$ cat src/rtl/game_input_pkg.sv
// Shared definitions for the game_input block: register map and flag helper.
package game_input_pkg;

    typedef enum logic [1:0] {
        REG_STATE      = 2'd0,
        REG_PRESSED    = 2'd1,
        REG_RELEASED   = 2'd2,
        REG_IRQ_ENABLE = 2'd3
    } reg_addr_e;

    localparam int unsigned REG_WIDTH = 16;

    // Sticky flag update: a 1 in clr clears, a 1 in set sets, set wins.
    function automatic logic [REG_WIDTH-1:0] w1c_update(
        input logic [REG_WIDTH-1:0] flags,
        input logic [REG_WIDTH-1:0] clr,
        input logic [REG_WIDTH-1:0] set
    );
        return (flags & ~clr) | set;
    endfunction

endpackage

$ cat src/rtl/game_input_debounce_channel.sv
// One switch channel: polarity fix, 2-flop synchroniser, saturating debounce
// counter and stable level with single-cycle rise/fall pulses.
module debounce_channel #(
    parameter int unsigned DEBOUNCE_BITS = 16,
    parameter logic        INVERT        = 1'b0
) (
    input  logic clk_i,
    input  logic rst_i,
    input  logic pin_i,
    output logic stable_o,
    output logic rise_o,
    output logic fall_o
);

    logic                     sync1_q, sync2_q;
    logic                     stable_q, stable_d;
    logic [DEBOUNCE_BITS-1:0] cnt_q, cnt_d;

    // Synchroniser, counter and stable level registers.
    always_ff @(posedge clk_i or posedge rst_i) begin
        if (rst_i) begin
            sync1_q  <= 1'b0;
            sync2_q  <= 1'b0;
            stable_q <= 1'b0;
            cnt_q    <= '0;
        end else begin
            sync1_q  <= pin_i ^ INVERT;
            sync2_q  <= sync1_q;
            stable_q <= stable_d;
            cnt_q    <= cnt_d;
        end
    end

    // Count consecutive mismatches; commit the new level once the counter is full.
    always_comb begin
        stable_d = stable_q;
        cnt_d    = '0;
        rise_o   = 1'b0;
        fall_o   = 1'b0;
        if (sync2_q != stable_q) begin
            if (cnt_q == '1) begin
                stable_d = sync2_q;
                rise_o   = sync2_q;
                fall_o   = ~sync2_q;
            end else begin
                cnt_d = cnt_q + 1'b1;
            end
        end
    end

    assign stable_o = stable_q;

endmodule

$ cat src/rtl/game_input.sv
// Debounced switch/joystick input block with sticky press/release flags,
// a small register file and a level interrupt.
module game_input
    import game_input_pkg::*;
#(
    parameter int unsigned CHANNELS      = 9,
    parameter int unsigned DEBOUNCE_BITS = 16,
    parameter logic [15:0] ACTIVE_LOW    = 16'h01ff
) (
    input  logic                clk,
    input  logic                reset,
    input  logic [CHANNELS-1:0] pins,
    input  logic [1:0]          address,
    input  logic [15:0]         data_in,
    input  logic                write_enable,
    output logic [15:0]         data_out,
    output logic [CHANNELS-1:0] state,
    output logic                interrupt
);

    localparam logic [15:0] CH_MASK = 16'((32'd1 << CHANNELS) - 32'd1);

    // Channel outputs are widened to the register width; unused lanes tie to 0.
    logic [15:0] stable_w, rise_w, fall_w;

    logic [15:0] pressed_q, pressed_d;
    logic [15:0] released_q, released_d;
    logic [15:0] irq_en_q, irq_en_d;
    logic [15:0] rdata_q, rdata_d;
    logic        irq_q, irq_d;

    for (genvar g = 0; g < 16; g++) begin : g_ch
        if (g < CHANNELS) begin : g_live
            debounce_channel #(
                .DEBOUNCE_BITS (DEBOUNCE_BITS),
                .INVERT        (ACTIVE_LOW[g])
            ) u_ch (
                .clk_i    (clk),
                .rst_i    (reset),
                .pin_i    (pins[g]),
                .stable_o (stable_w[g]),
                .rise_o   (rise_w[g]),
                .fall_o   (fall_w[g])
            );
        end else begin : g_tie
            assign stable_w[g] = 1'b0;
            assign rise_w[g]   = 1'b0;
            assign fall_w[g]   = 1'b0;
        end
    end

    // Flag updates, enable write, read mux and interrupt next-state.
    always_comb begin
        logic [15:0] clr_p, clr_r;
        clr_p    = (write_enable && address == REG_PRESSED)  ? data_in : '0;
        clr_r    = (write_enable && address == REG_RELEASED) ? data_in : '0;
        pressed_d  = w1c_update(pressed_q, clr_p, rise_w);
        released_d = w1c_update(released_q, clr_r, fall_w);
        irq_en_d = irq_en_q;
        if (write_enable && address == REG_IRQ_ENABLE) begin
            irq_en_d = data_in & CH_MASK;
        end
        // Read data reflects register contents before this cycle's write.
        case (reg_addr_e'(address))
            REG_STATE:      rdata_d = stable_w;
            REG_PRESSED:    rdata_d = pressed_q;
            REG_RELEASED:   rdata_d = released_q;
            REG_IRQ_ENABLE: rdata_d = irq_en_q;
            default:        rdata_d = '0;
        endcase
        irq_d = |((pressed_q | released_q) & irq_en_q);
    end

    // Register file, read data and interrupt registers.
    always_ff @(posedge clk or posedge reset) begin
        if (reset) begin
            pressed_q  <= '0;
            released_q <= '0;
            irq_en_q   <= '0;
            rdata_q    <= '0;
            irq_q      <= 1'b0;
        end else begin
            pressed_q  <= pressed_d;
            released_q <= released_d;
            irq_en_q   <= irq_en_d;
            rdata_q    <= rdata_d;
            irq_q      <= irq_d;
        end
    end

    assign state     = stable_w[CHANNELS-1:0];
    assign data_out  = rdata_q;
    assign interrupt = irq_q;

endmodule

$ cat config.mk
export PLATFORM = sky130hd
export DESIGN_NAME = game_input
export DESIGN_NICKNAME = d
export VERILOG_FILES = /design/src/rtl/game_input_pkg.sv /design/src/rtl/game_input_debounce_channel.sv /design/src/rtl/game_input.sv
export SDC_FILE = /design/constraint.sdc
export NUM_CORES = 1
export LEC_CHECK = 0
export CAP_MARGIN = 20
export CORE_MARGIN = 2
export CORE_UTILIZATION = 45
export CTS_CLUSTER_SIZE = 25
export DETAILED_ROUTE_END_ITERATION = 8
export HOLD_SLACK_MARGIN = 0.03
export PLACE_DENSITY = 0.66
export SLEW_MARGIN = 15
export SYNTH_ARGS = -nofsm -noshare
export SYNTH_HDL_FRONTEND = slang
export SYNTH_SLANG_ARGS = --single-unit
$ cat constraint.sdc
create_clock -name clk -period 10.4 [get_ports clk]
set_input_delay 1.56 -clock clk [delete_from_list [all_inputs] [get_ports clk]]
set_output_delay 1.56 -clock clk [all_outputs]
set_load 0.05 [all_outputs]
==> Word level (Yosys, flattened, before mapping) <==
Cells that the tools add are included.
{ "totals": {"reg_bits": 229, "input_bits": 30, "elab_cells": 168} }
{ "classes": {"n_mux": 57, "eq_ne": 21, "add_sub_neg": 9, "bitwise": 26, "n_reduce_logical": 14} }
{ "ops": {"columns": ["op", "n"], "rows": [
  ["$mux W16", 20],
  ["$add A16 B1 Y16 const B", 9],
  ["$eq A16 B16 Y1 const B", 9],
  ["$pmux W16 S4", 1],
  ["$mux W1", 36],
  ["$and A16 B16 Y16", 2],
  ["$not A16 Y16", 2],
  ["$or A16 B9 Y16", 2],
  ["$not A1 Y1", 18],
  ["$reduce_and A2 Y1", 9],
  ["$and A16 B9 Y16", 1],
  ["$or A16 B16 Y16", 1],
  ["$reduce_or A16 Y1", 1],
  ["$ne A1 B1 Y1", 9],
  ["$eq A2 B2 Y1 const B", 2],
  ["$logic_and A1 B1 Y1", 3],
  ["$eq A2 B1 Y1 const B", 1],
  ["$logic_not A2 Y1", 1]
]} }

==> Depth between registers and ports, before layout <==
Gate-level depths: netlist of run 1.
{ "depth": {"depth_word": 6, "mapped_depth": 6, "depth_no_buf": 5} }

==> Modules after synthesis <==
Synthesis of run 1 repeated with hierarchy kept, for this count alone.
{ "unflattened": {"hier_cells": 925, "area_unflattened_um2": 10442.5} }
{ "by_module_without_submodules": {"columns": ["module", "area_each_um2", "seq_area_each_um2", "cells_per_inst", "instances"], "rows": [
  ["debounce_channel", 902.1, 475.5, 85, 9],
  ["game_input", 2323.5, 1451.4, 160, 1]
]} }

==> Least setup slack after synthesis of run 1 <==
No wires, ideal clock.
{ "synth_path": {"kind": "input to register", "start": "in address[1]", "end": "reg irq_en_q[0]", "setup_time_ns": 0.125, "arrival_time_ns": 2.548, "setup_slack_ns": 7.727, "t_required_ns": 10.275, "stages": 3, "cell_sequence": "buf_1 nand3_1 mux2_2"} }
{ "synth_via": {"elab_chain_cells": 2} }
{ "synth_lines": {"columns": ["element", "line_no", "source"], "rows": [
  ["from (decl)", "game_input.sv:13", "input logic [1:0] address,"],
  ["$eq A2 B2 Y1", "game_input.sv:60", "if (write_enable && address == REG_IRQ_ENABLE) begin"],
  ["$logic_and A1 B1 Y1", "game_input.sv:60", null],
  ["to (signal assigned)", "game_input.sv:85", "irq_en_q <= irq_en_d;"],
  ["to (decl)", "game_input.sv:28", "logic [15:0] irq_en_q, irq_en_d;"]
]} }
Every way passes these cells.
A chain may end at the register's enable or synchronous reset.

==> flow_summary.ini, run 1 <==
[timing]
fin_ws_ns = 6.81
setup_violations = 0
max_freq_ghz = 0.279
drv_slew = 0
hold_viol_final = 0
slew_headroom = 0.470
tns_ns = 0
min_period_ns = 3.59
min_period_over_period = 0.345
tightest_slew_ns = 0.793
skew_ns = 0.0176
rsz0062_at_grt = false

[route]
antenna_left = 0
drt_iter0_drc = 350
wl_mm = 19.3
via_per_inst = 5.21
vias = 6820
drc = 0
first_pass_iters = 4
wl_per_cell_um = 14.7

[logic_synthesis]
synth_area_per_cell_um2 = 10.7
synth-seq-cells = 229
ys_seq_area_frac = 0.565
synth-main-ff-cell = dfrtp_1
synth_top_area_cell = dfrtp_1
synthesis.area_um2 = 10100
synth_fp_nets = 988
synth_cell_types = 37
postSynthCellCount = 949
yosysWarnings = 0
synth_edf_count = 0
netlist.area_leader.share = 0.565
ys_top_cells_by_area = dfrtp_1, xnor2_1, nor2_1
synthTopCellsByCount = dfrtp_1, nor2_1, xnor2_1
async_flop_share = 1.00
yosys.cell_count.top_type = dfrtp_1

[clock_network]
clk_path_buf_depth = 3
htree_num_levels = 1
path_clk_slew_ns = 0.06
cts_sinks = 229
numCtsBuffers = 26
cts_resized = 0
post-cts-setup-buffers = 0
hold_buffers = 0
clock_latency_ns = 0.52
cts_root_buffer = clkbuf_16
cts_tree = done

[floorplan]
fp.dieH_um = 154
ioPinCount = 56
core-area_um2 = 22000
die_w_um = 154
start_util = 0.462
die-area_um2 = 23700
num_rows = 54

[final_layout]
area_growth_pct = 17.1
fin_cells = 1308
num-fill-cells = 1876
finish.utilization = 0.541
multi_input_area_um2 = 4100
drive_gt1_frac = 0.0837
final_nets = 1047
layout.area.seq_um2 = 5730
n_antenna_cell = 0

[placed_design]
gp_congestion = 0.770
dp_slack_ns = 6.13
dp_hpwl_mm = 12.7
portBuffers = 55
dpl.cell_count = 1260

[setup_path]
critPathArrivalTime_ns = 4.16
crit_path_end_kind = asynchronous set/reset pin
start_kind = primary input
crit_type = primary input to asynchronous set/reset pin
crit_fanout = 108
crit_required_ns = 10.97

[global_routing]
first_global_vias = 6744
grt_overflow_total = 0
grt_pass1_wl_mm = 32.9
grt_max_degree = 109
grt_use_total = 0.167
antenna_found_initial = 0

[run]
cap_violations = 0

[pwr]
power_density_nw_per_um2 = 171
p_leak_nw = 4.97
total_power_w = 0.00203
ir_drop_uv = 115

[worst_hold_path]
min_path_type = register to register

[run_status]
status = complete, no violations
cell type report:
type | count | area share
sequential | 229 | 0.483
multi-input combinational | 651 | 0.346
clock buffer | 35 | 0.0645
timing repair buffer | 58 | 0.0483
tap | 280 | 0.0295
clock inverter | 13 | 0.0154
inverter | 42 | 0.0139
through the flow:
step,hold slack [ns],cell area (um^2)
floorplan,0.331,10100
global placement,0.340,10900
detailed placement,0.335,10900
CTS,0.350,11900
global route,0.366,11900
finish,0.348,11900
where the power goes:
part | switching, W | leakage [nW] | internal, W | total [W]
clock network | 0.000365 | 0.470 | 0.000617 | 0.000982
logic | 0.0000654 | 1.39 | 0.0000414 | 0.000107
registers | 0.0000213 | 3.11 | 0.000917 | 0.000938
final timing paths:
kind / start / to / slack, ns / cells past startpoint
worst max register to register: g_ch[2].g_live.u_ch.cnt_q[0] / g_ch[2].g_live.u_ch.cnt_q[10] / 8.23 / 5
worst min-delay path: g_ch[2].g_live.u_ch.sync1_q / g_ch[2].g_live.u_ch.sync2_q / 0.35 / 0
min in group asynchronous: reset / g_ch[2].g_live.u_ch.cnt_q[0] / 1.58 / 2
worst min register to register: g_ch[2].g_live.u_ch.sync1_q / g_ch[2].g_live.u_ch.sync2_q / 0.35 / 0
max in group clk: g_ch[5].g_live.u_ch.stable_o / state[5] / 7.00 / 1
worst max-delay path: reset / pressed_q[4] / 6.81 / 4
worst max-delay path, stage by stage:
cell and delay (ns):
clkdlybuf4s50_1 0.49, inv_8 0.54, buf_4 0.76, buf_4 0.68
logic make-up (layout without fill, tap and decap cells):
group,Yosys count,count (layout),share of synthesized area
and+or+nand+nor,427,427,0.201
DFF,229,229,0.565
AOI/OAI and AO/OA,58,58,0.0397
buffers and inverters,69,148,0.0300
muxes,27,27,0.0401
xor gates and xnor gates,130,130,0.112
adders and majority gates,9,9,0.0111
registers in the layout, summed over array words and instances (netlist names):
name	cells
data_out	16
g_ch.g_live.u_ch.cnt_q	144
pressed_q	16
irq_en_q	9
interrupt	1
g_ch.g_live.u_ch.stable_o	9
g_ch.g_live.u_ch.sync1_q	9
g_ch.g_live.u_ch.sync2_q	9
released_q	16
layer usage:
layer / vias up / routed length, um / GRT usage
li1: 3346 / - / -
met1: 3344 / 9170 / 0.236
met2: 96 / 8960 / 0.267
met3: 34 / 719 / 0.0273
met4: 0 / 417 / 0.0494
met5: - / 0 / 0
cell usage in the layout, fill, tap and decap left out, drive strengths merged, types with 34 or more instances in the layout:
cell,n
clkbuf,35
clkdlybuf4s50,55
dfrtp,229
inv,43
nand2,70
nand3,48
nand4,39
nor2,170
nor3,34
xnor2,107
(Power assumes the default switching activity.)
==> run 2: changes to the inputs <==
PLACE_DENSITY = 0.68   (was 0.66)
clock period = 3.11 ns   (was 10.4 ns; I/O delays follow)
==> run 2 against run 1 <==
Net effect: combinational power grew to 3.5 times the previous value; global-route usage is 0.19 points higher; die area unchanged; first-iteration DRC count rose by 3.4%; core utilization rose by 0.14 points; clock-buffer cell count down 3; worst setup slack worse by 6.0 ns; register-to-register slack worse by 7.3 ns; largest cell class unchanged.
==> flow_summary.ini, run 2 (synthesized netlist as in run 1, its figures left out) <==
[global_routing]
grt_overflow_total = 0
grt_max_degree = 51
first_global_vias = 6661
antenna_found_initial = 0
grt_pass1_wl_mm = 33.2
grt_use_total = 0.169

[final_layout]
final_nets = 1056
largest_register_ffs = 144
n_antenna_cell = 0
mostFrequentLayoutCells = dfrtp_1, nor2_1, xnor2_1
drive_gt1_frac = 0.0899
fin_cells = 1315
final_common_cell = dfrtp_1
area_growth_pct = 17.4
regMostFlops = g_ch.g_live.u_ch.cnt_q

[pwr]
swShare = 0.226
p_int_w = 0.00515
p_seq_frac = 0.471
ir_drop_uv = 407
p_switching_w = 0.00150
clkPwrFrac = 0.472
p_leak_nw = 4.97
combPwrFrac = 0.057
power_density_nw_per_um2 = 558

[clock_network]
numCtsBuffers = 25
cts_sinks = 229
clock_latency_ns = 0.51
hold_buffers = 0
clk_path_buf_depth = 3
htree_num_levels = 1
cts_root_buffer = clkbuf_16
cts_tree = done
post-cts-setup-buffers = 0
path_clk_slew_ns = 0.06
cts_resized = 0

[placed_design]
gp_congestion = 0.791
portBuffers = 55
dpl.cell_count = 1270
dp_hpwl_mm = 13.3

[timing]
whs_ns = 0.344
slew_headroom = 0.460
max_freq_ghz = 0.430
hold_viol_final = 0
min_period_over_period = 0.747
skew_ns = 0.00677
drv_slew = 0
min_period_ns = 2.32
setup_violations = 0
tightest_slew_ns = 0.808
rsz0062_at_grt = false

[route]
drt_iter0_drc = 362
vias = 6796
antenna_left = 0
wl_per_cell_um = 14.7
drc = 0
first_pass_iters = 4
wl_mm = 19.3
via_per_inst = 5.17

[run_status]
status = complete, no violations

[setup_path]
cpPeakStageDelay_ns = 0.85
cp_top_family = buffers and inverters
r2r-end = g_ch[7].g_live.u_ch.cnt_q[3]
slowest_stage = clkdlybuf4s50_1
crit_path_end_kind = output port
crit_type = register to output port
critPathArrivalTime_ns = 1.86
crit_buf_inv = 1
path_cells = clkdlybuf4s50_1
crit_required_ns = 2.64
rr_startpoint = g_ch[7].g_live.u_ch.cnt_q[0]
start_kind = register
r2r_cells = 5
crit_fanout = 6
reg2reg_slack_ns = 0.96

[worst_hold_path]
min_path_type = register to register
min-delay-start = g_ch[3].g_live.u_ch.sync1_q
min_path_cells = 0
min_to = g_ch[3].g_live.u_ch.sync2_q

[run]
cap_violations = 0

[floorplan]
ioPinCount = 56
core-area_um2 = 22000
die_w_um = 154
die-area_um2 = 23700
start_util = 0.462
num_rows = 54
fp.dieH_um = 154
-- run 2: changes by cell type in the layout (fill, tap and decap cells not counted) --
cell        delta
inv_8          -1
clkinv_2       -2
buf_4          +8
clkbuf_16      -2
clkinv_4       +1
clkinvlp_4     +3
clkinv_8       -1
buf_12         +2
clkbuf_8       -1
-- run 2: routing by layer --
layer | track usage | share of wire | wire length (um)
met5 | 0 | 0 | 0
met4 | 0.0392 | 0.019 | 365
met3 | 0.0355 | 0.056 | 1080
met1 | 0.245 | 0.48 | 9250
met2 | 0.261 | 0.45 | 8640
-- run 2: layout make-up --
cell class                 count  area, um^2
inverter                      42         161
clock inverter                13         180
sequential                   229        5730
fill                        1891       10100
clock buffer                  32         702
tap                          280         350
timing repair buffer          68         673
multi-input combinational    651        4100
-- run 2: power groups by stage --
stage / combinational (W) / sequential (W) / clock [W]
floorplan: 0.000187 / 0.00322 / 0
global placement: 0.000383 / 0.00318 / 0
detailed placement: 0.000387 / 0.00319 / 0
CTS: 0.000388 / 0.00313 / 0.00320
global route: 0.000421 / 0.00314 / 0.00334
finish: 0.000379 / 0.00313 / 0.00313
-- run 2: worst max-delay path by stage --
| stage | startpoint | endpoint | cells after the start |
|---|---|---|---|
| final | g_ch[5].g_live.u_ch.stable_o | state[5] | 1 |
| after global routing | g_ch[7].g_live.u_ch.cnt_q[0] | g_ch[7].g_live.u_ch.cnt_q[3] | 5 |
| after CTS | g_ch[5].g_live.u_ch.stable_o | state[5] | 1 |
| after detailed placement | address[1] | irq_en_q[2] | 4 |
| after global placement | address[1] | released_q[4] | 4 |
| after floorplan | reset | data_out[0] | 1 |
-- run 2: metrics by stage --
stage          power (W)   util  area [um^2]  setup WS, ns  setup TNS, ns
6_report         0.00665  0.542        11900         0.785              0
5_1_grt          0.00691  0.542        11900         0.725              0
4_1_cts          0.00672  0.542        11900         0.757              0
3_5_place_dp     0.00357  0.502        11000         0.788              0
3_3_place_gp     0.00357  0.502        11000         0.820              0
2_1_floorplan    0.00341      -        10100        -0.350         -80.26
==> edit, RTL diff (config.mk and constraints of run 2) <==
Remove the register `rdata_q`: a continuous assignment takes its place, so the output `data_out` follows one clock earlier.
--- a/src/rtl/game_input.sv
+++ b/src/rtl/game_input.sv
@@ -77,16 +77,16 @@
             pressed_q  <= '0;
             released_q <= '0;
             irq_en_q   <= '0;
-            rdata_q    <= '0;
             irq_q      <= 1'b0;
         end else begin
             pressed_q  <= pressed_d;
             released_q <= released_d;
             irq_en_q   <= irq_en_d;
-            rdata_q    <= rdata_d;
             irq_q      <= irq_d;
         end
     end
+
+    assign rdata_q = rdata_d;
 
     assign state     = stable_w[CHANNELS-1:0];
     assign data_out  = rdata_q;
Behaviour: not the same (a bounded check fails within 4 cycles, from zero or initial values and one cycle with reset high).
==> edit against run 2 <==
  * Die area down 3.8%
  * Critical path type is now input port to output port
  * Setup slack worse by 0.33 ns
  * Total power down 13%
  * Area after synthesis down 3.9%
  * Sequential cell count down 16
  * Clock skew down 0.0015 ns
  * Highest routed layer unchanged
  * Design area down 4.8%
  * Fmax down 12%
  * Routed wire length down 2.3%
==> edit: results (changes against run 2) <==
| Metric | Value |
|---|---|
| DR WL/cell | 14.7 um (about the same) |
| 1st-iter DRT viols | 398 (was 362) |
| Total track usage | 0.174 (was 0.169) |
| R2R Setup Slk | 0.98 ns (was 0.96 ns) |
| GPL Wtd Cong | 0.758 (was 0.791) |
| First-pass GRT wire length | 32300 um (was 33200 um) |
| Layout fillers | 1828 (was 1891) |
| Wl on met1 | 9310 um (was 9250 um) |
| Total Nets Final | 1035 (was 1056) |
| Peak per-stage delay on the critical path | 0.57 ns (was 0.85 ns) |
| Synth Area in Compound Gates | 0.0414 (was 0.0397) |
| Sw Pwr | 1.34 mW (was 1.50 mW) |
| Reg-to-reg endpoint | g_ch[2].g_live.u_ch.cnt_q[6] (was g_ch[7].g_live.u_ch.cnt_q[3]) |
| Clk pwr share | 0.433 (was 0.472) |
| WL final | 18900 um (was 19300 um) |
| Share of layout cells above drive strength 1 | 0.0959 (was 0.0899) |
| Sequential area share after synthesis | 0.547 (was 0.565) |
| Area post-placement | 0.0106 mm^2 (was 0.0110 mm^2) |
| Mean Syn Cell Area | 10.4 um^2 (was 10.7 um^2) |
| Status | finished, final reports clean (unchanged) |
| Post-synthesis xor/xnor area fraction | 0.117 (was 0.112) |
| Hpwl dp | 12800 um (was 13300 um) |
| Top cells by count, synth | dfrtp_1, nor2_1, xnor2_1, nand2_1, nand3_1 (unchanged) |
| Max VDD drop | 365 uV (was 407 uV) |
| Slew headroom | 0.540 (was 0.460) |
| Synth Area in Adders | 0.0116 (was 0.0111) |
| Hold Crit Class | input port to asynchronous set/reset pin (was flip-flop to flip-flop) |
| Critical-path top delay cell | nor2b_1 (was clkdlybuf4s50_1) |
| Critical Path Fanout Max | 14 (was 6) |
| Drt via density | 5.21 (was 5.17) |
| Synth top area cells | dfrtp_1, xnor2_1, nor2_1, nand2_1, nand3_1 (unchanged) |
| Leakage power | 4.71 nW (was 4.97 nW) |
[edit: logic make-up (layout without fill, tap and decap cells)]
family,count (synthesis),count (layout)
fa+ha+maj,9,9
mux,27,27
simple gates,427,427
xor+xnor,130,130
compound gates,58,58
flops,213,213
buf+inv,69,147
[edit: final cells by class]
type	count	area, um^2	share of cell area
Clock inverter	7	37.5	0.00331
Multi-Input combinational cell	651	4100	0.362
Sequential cell	213	5330	0.471
Tap cell	275	344	0.0304
Timing Repair Buffer	65	698	0.0616
Clock buffer	33	653	0.0577
Inverter	42	161	0.0142
[edit: per-stage QoR]
stage / setup TNS, ns / worst slack, ns / util / hold slack (ns)
2_1_floorplan: -26.98 / -0.127 / - / 0.331
5_1_grt: 0 / 0.359 / 0.535 / 0.355
4_1_cts: 0 / 0.473 / 0.535 / 0.339
3_3_place_gp: 0 / 0.519 / 0.503 / 0.333
6_report: 0 / 0.459 / 0.535 / 0.339
3_5_place_dp: 0 / 0.484 / 0.503 / 0.337
[edit: worst register-to-register path, stage by stage, from the launching register on]
cell and delay [ns]:
dfrtp_1 0.40, ha_1 0.20, nand3_1 0.23, or4_1 0.66
nand2_1 0.40, nor2_1 0.11
[edit: layer usage]
metal | vias to the layer above | global-route usage
met5 | - | 0
met4 | 0 | 0.0509
met3 | 28 | 0.0250
met2 | 94 | 0.272
met1 | 3281 | 0.254
li1 | 3296 | -
[edit: worst max path at each step]
stage | startpoint | end | slack, ns | depth (start not counted)
after floorplan | reset | g_ch[0].g_live.u_ch.cnt_q[0] | -0.13 | 1
after global placement | address[0] | data_out[10] | 0.52 | 5
after detailed placement | address[0] | data_out[10] | 0.48 | 5
after CTS | address[0] | data_out[10] | 0.47 | 5
after global routing | address[0] | data_out[9] | 0.36 | 5
final | address[0] | data_out[9] | 0.46 | 5
